===== config.mk =====
export PLATFORM = sky130hd
export DESIGN_NAME = cswap_unadd_serial
export DESIGN_NICKNAME = d
export VERILOG_FILES = /design/src/rtl/cswap_unadd_serial_pkg.sv /design/src/rtl/cswap_unadd_serial_cell.sv /design/src/rtl/cswap_unadd_serial_gate.sv /design/src/rtl/cswap_unadd_serial.sv
export SDC_FILE = /design/constraint.sdc
export NUM_CORES = 1
export LEC_CHECK = 0
export CAP_MARGIN = 20
export CORE_ASPECT_RATIO = 1.25
export CORE_MARGIN = 4
export CORE_UTILIZATION = 50
export DETAILED_ROUTE_END_ITERATION = 8
export PLACE_DENSITY = 0.84
export SYNTH_ARGS = -nofsm -noshare
export SYNTH_HDL_FRONTEND = slang
export SYNTH_HIERARCHICAL = 1
export SYNTH_SLANG_ARGS = --single-unit
export TNS_END_PERCENT = 5

===== constraint.sdc =====
create_clock -name clk -period 2.3 [get_ports clk]
set_input_delay 0.46 -clock clk [delete_from_list [all_inputs] [get_ports clk]]
set_output_delay 0.46 -clock clk [all_outputs]
set_load 0.05 [all_outputs]

===== src/rtl/cswap_unadd_serial_pkg.sv =====
// Shared definitions for the serial un-add unit: FSM state encodings and default sizes.
package cswap_unadd_serial_pkg;

    localparam int W_DEFAULT  = 8;
    localparam int CW_DEFAULT = 4;

    typedef enum logic [1:0] {
        IDLE = 2'd0,
        RUN  = 2'd1,
        DONE = 2'd2
    } state_t;

endpackage


===== src/rtl/cswap_unadd_serial_cell.sv =====
// Reversible per-bit un-add cell built only from controlled-swap gates.
//   b      = s ^ a ^ c
//   c_next = maj(a, b, c), which reduces to (s ^ c) ? c : a
// Garbage outputs land on w_unused_* nets that go nowhere.
module cswap_unadd_cell (
    input  logic a,
    input  logic s,
    input  logic c,
    output logic b,
    output logic c_next
);

    logic w_c1, w_c2, w_nc;
    logic w_t, w_t1, w_t2, w_nt;
    logic w_a1;
    logic w_unused_s, w_unused_sc, w_unused_ab, w_unused_t, w_unused_mx;

    // fan out c and produce ~c (constants 0/1 on the data inputs)
    cswap_gate u_g_c (
        .i_c(c), .i_x(1'b0), .i_y(1'b1),
        .o_c(w_c1), .o_x(w_c2), .o_y(w_nc)
    );

    // t = s ^ c : select between c and ~c under s
    cswap_gate u_g_sc (
        .i_c(s), .i_x(w_c1), .i_y(w_nc),
        .o_c(w_unused_s), .o_x(w_t), .o_y(w_unused_sc)
    );

    // fan out t and produce ~t
    cswap_gate u_g_t (
        .i_c(w_t), .i_x(1'b0), .i_y(1'b1),
        .o_c(w_t1), .o_x(w_t2), .o_y(w_nt)
    );

    // b = a ^ t ; control output carries a copy of a forward
    cswap_gate u_g_b (
        .i_c(a), .i_x(w_t1), .i_y(w_nt),
        .o_c(w_a1), .o_x(b), .o_y(w_unused_ab)
    );

    // majority as a mux: when a != b (i.e. t=1) the carry follows c, else it follows a
    cswap_gate u_g_maj (
        .i_c(w_t2), .i_x(w_a1), .i_y(w_c2),
        .o_c(w_unused_t), .o_x(c_next), .o_y(w_unused_mx)
    );

endmodule


===== src/rtl/cswap_unadd_serial_gate.sv =====
// Controlled-swap (Fredkin) gate: control passes through; x and y swap when control is 1.
module cswap_gate (
    input  logic i_c,
    input  logic i_x,
    input  logic i_y,
    output logic o_c,
    output logic o_x,
    output logic o_y
);

    assign o_c = i_c;
    assign o_x = i_c ? i_y : i_x;
    assign o_y = i_c ? i_x : i_y;

endmodule


===== src/rtl/cswap_unadd_serial.sv =====
// Bit-serial inverse adder: recovers B = S - A - cin (mod 2^W) one bit per cycle, LSB first,
// and flags when the recomputed final carry disagrees with the claimed carry-out.
//
//   state | meaning
//   IDLE  | ready for a request
//   RUN   | W cycles of per-bit un-add, LSB first
//   DONE  | result presented, waiting for out_ready
module cswap_unadd_serial
    import cswap_unadd_serial_pkg::*;
#(
    parameter int W  = W_DEFAULT,
    parameter int CW = CW_DEFAULT
) (
    input  logic         clk,
    input  logic         rst,
    input  logic         in_valid,
    output logic         in_ready,
    input  logic [W-1:0] in_a,
    input  logic [W-1:0] in_s,
    input  logic         in_cin,
    input  logic         in_cout,
    output logic         out_valid,
    input  logic         out_ready,
    output logic [W-1:0] out_b,
    output logic         out_cout,
    output logic         out_err
);

    state_t         r_state;
    state_t         w_state_nxt;
    logic [CW-1:0]  r_cnt;
    logic [W-1:0]   r_a;
    logic [W-1:0]   r_s;
    logic [W-1:0]   r_b;
    logic           r_carry;
    logic           r_cexp;
    logic [W-1:0]   r_out_b;
    logic           r_out_cout;
    logic           r_out_err;

    logic           w_accept;
    logic           w_last;
    logic           w_bit;
    logic           w_carry_nxt;
    logic [W-1:0]   w_b_shift;

    assign in_ready  = (r_state == IDLE);
    assign out_valid = (r_state == DONE);
    assign out_b     = r_out_b;
    assign out_cout  = r_out_cout;
    assign out_err   = r_out_err;

    assign w_accept  = in_valid && in_ready;
    assign w_last    = (r_state == RUN) && (r_cnt == CW'(W - 1));
    assign w_b_shift = {w_bit, r_b[W-1:1]};

    cswap_unadd_cell u_cell (
        .a      (r_a[0]),
        .s      (r_s[0]),
        .c      (r_carry),
        .b      (w_bit),
        .c_next (w_carry_nxt)
    );

    // state register
    always_ff @(posedge clk or posedge rst) begin
        if (rst) begin
            r_state <= IDLE;
        end else begin
            r_state <= w_state_nxt;
        end
    end

    // next-state decode
    always_comb begin
        w_state_nxt = r_state;
        case (r_state)
            IDLE: if (w_accept) w_state_nxt = RUN;
            RUN:  if (w_last) w_state_nxt = DONE;
            DONE: if (out_ready) w_state_nxt = IDLE;
            default: w_state_nxt = IDLE;
        endcase
    end

    // operand shift registers, carry, counter and held result registers
    always_ff @(posedge clk or posedge rst) begin
        if (rst) begin
            r_cnt      <= '0;
            r_a        <= '0;
            r_s        <= '0;
            r_b        <= '0;
            r_carry    <= 1'b0;
            r_cexp     <= 1'b0;
            r_out_b    <= '0;
            r_out_cout <= 1'b0;
            r_out_err  <= 1'b0;
        end else if (w_accept) begin
            r_a     <= in_a;
            r_s     <= in_s;
            r_b     <= '0;
            r_carry <= in_cin;
            r_cexp  <= in_cout;
            r_cnt   <= '0;
        end else if (r_state == RUN) begin
            r_a     <= r_a >> 1;
            r_s     <= r_s >> 1;
            r_b     <= w_b_shift;
            r_carry <= w_carry_nxt;
            r_cnt   <= r_cnt + CW'(1);
            // results are captured once so they survive the next request's RUN phase
            if (w_last) begin
                r_out_b    <= w_b_shift;
                r_out_cout <= w_carry_nxt;
                r_out_err  <= w_carry_nxt ^ r_cexp;
            end
        end
    end

endmodule


==> qor.yml, run 1 <==
status: "completed"
antenna_found_initial: 0
hold_buffers: 0
drive_above_1_share_pct: 17.5
relSlewSlack_pct: 65.8
post_cts_buffers: 0
worstPathCellList: "nor2_1, clkdlybuf4s50_1"
cts_buffers: 5
fin_crit_sh_pct: 94.1
fin_worst_skew_ns: 0.00628
worstHoldStart: "r_s[1]$_DFFE_PP0P_"
grt_max_degree: 42
tightest_slew_ns: 0.512
critPathMaxStageDelay_ns: 0.81
coreArea_um2: 3540
crit_path_top_delay_cell: "clkdlybuf4s50_1"
drv_slew: 0
syn-cell-area_um2: 1860
io_buffers: 33
nFillCells: 291
via_per_inst: 5.20
rsz0062_at_grt: "false"
path_class: "flip-flop to output port"
ys_warn_count: 6
timing.fmax_ghz: 0.462
placementRows: 24
grt_remaining_overflow: 0
design.die.area_um2: 4760
drv_cap: 0
rr_startpoint: "r_carry$_DFFE_PP0P_"
syn2layout_area_growth_pct: 25.9
hold_slack_ns: 0.485
dr.pass1.iters: 4
die_y_um: 76.1
htreeDepth: 2
holdPathStages: 2
drt_wl_total_mm: 3.51
grt_pass1_vias: 1404
final_core_util_pct: 66.0
hold_end: "r_s[1]$_DFFE_PP0P_"
cts_tree: "yes"
period_minus_slack_ns: 2.16
grt.total_usage_pct: 16.2
die_w_um: 62.5
cts_sinks: 41
clk_latency_ns: 0.29
end_kind: "output port"
ant_nets: 0
path_buf_inv: 1
r2r-end: "out_err$_DFFE_PP0P_"
multi_input_area_um2: 752
path_delay_family: "buffers and inverters"
p_per_area_nw_per_um2: 1380
finalNetCount: 239
dp.cells: 248
finalHoldViolCount: 0
hp-class: "flip-flop to flip-flop"
post_dp_cell_area_um2: 2220
power.total_mw: 3.23
start_kind: "flip-flop"
dp_hpwl_mm: 2.40
via_count: 1331
tns_ns: 0
setup_viol_count_final: 0
reg2regPathDepth: 6
ctsResizeCount: 0
path_clk_slew_ns: 0.08
clk_path_buf_depth: 2
stdcell_count: 256
ir_drop_mv: 0.693
diodes: 0
initial_utilization_pct: 52.4
first_iter_violations: 62
routedWlPerCell_um: 13.7
place_ws_ns: 0.159
grt_pass1_wl_mm: 6.21
clockRootBuffer: "clkbuf_8"
cp.required_ns: 1.84
syn_avg_cell_area_um2: 10.6
final_cell_area_um2: 2340
syn-instance-count: 175
drc_errors: 0
crit_arrival_ns: 1.70
final-seq-area_um2: 1030
leakagePower_nw: 1.15
gp_congestion: 0.755
ios: 34
cp_max_fo: 8
setup_ws_ns: 0.136
rrSetupSlack_ns: 0.15
==> worst reg2reg max path: cells and delay by family (launching register included) <==
kind | cells | cell delay (ns)
flip-flops | 1 | 0.40
XOR/XNOR | 1 | 0.16
multiplexers | 5 | 1.47
==> cell type report <==
class / count / area share, %
repair buffers: 41 / 16.6
inverters: 2 / 0.321
clock inverters: 1 / 1.28
well taps: 39 / 2.09
clock buffers: 7 / 3.69
multi-input cells: 125 / 32.2
flip-flops and latches: 41 / 43.9
==> state kept, by name (all words and copies together) (netlist names) <==
signal and cells:
r_cnt 4, r_state 2, out_b 8, r_b 7, out_cout 1, r_a 8, r_carry 1, out_err 1
r_cexp 1, r_s 8
==> power breakdown <==
| part | total [mW] | switching [mW] | internal, mW |
|---|---|---|---|
| Sequential | 1.22 | 0.195 | 1.03 |
| Combinational | 1.42 | 0.832 | 0.588 |
| Clock | 0.586 | 0.233 | 0.354 |
| Total | 3.23 | 1.26 | 1.97 |
==> routing by layer <==
layer | share of wire, % | up-vias | track usage, %
met4 | 1.8 | 0 | 7.06
met3 | 3.8 | 6 | 4.72
li1 | - | 660 | -
met5 | 0 | - | 0
met2 | 50 | 25 | 27.0
met1 | 44 | 640 | 19.3
==> cell usage in the layout (no fill, tap or decap) <==
cell type         n
mux2_2           17
inv_1             2
nand2_1          57
ha_1              1
xor2_1            1
a22oi_1          15
buf_4             9
nor3_2            1
nand3b_1          1
nor3b_4           1
bufinv_16         1
nor2_1            1
dfrtp_1          41
clkbuf_8          6
and2b_2           1
nand2b_4          1
clkdlybuf4s50_1  32
nand3_1          11
nor2b_1           1
nand4_1           1
mux2i_1           1
o21bai_2          1
conb_1            8
clkbuf_1          1
o21ai_0           3
a21o_1            1
or3b_1            1
==> worst max path at each step <==
stage,startpoint,to,slack (ns),cells past startpoint
global route,r_state[1]$_DFFE_PP0P_,in_ready,0.05,2
global placement,r_carry$_DFFE_PP0P_,out_err$_DFFE_PP0P_,0.21,6
finish,r_state[1]$_DFFE_PP0P_,in_ready,0.14,2
CTS,r_state[1]$_DFFE_PP0P_,in_ready,0.11,2
detailed placement,r_carry$_DFFE_PP0P_,out_err$_DFFE_PP0P_,0.16,6
floorplan,r_carry$_DFFE_PP0P_,out_err$_DFFE_PP0P_,0.24,6
Note: power is estimated with default switching activity, not from simulation.
==> run 2, diff against run 1 <==
--- a/config.mk
+++ b/config.mk
@@ -5,7 +5,6 @@
 export SDC_FILE = /design/constraint.sdc
 export NUM_CORES = 1
 export LEC_CHECK = 0
-export CAP_MARGIN = 20
 export CORE_ASPECT_RATIO = 1.25
 export CORE_MARGIN = 4
 export CORE_UTILIZATION = 50
==> results of run 2 <==
Same layout as run 1: the final DEF is identical, and so are final timing and power.
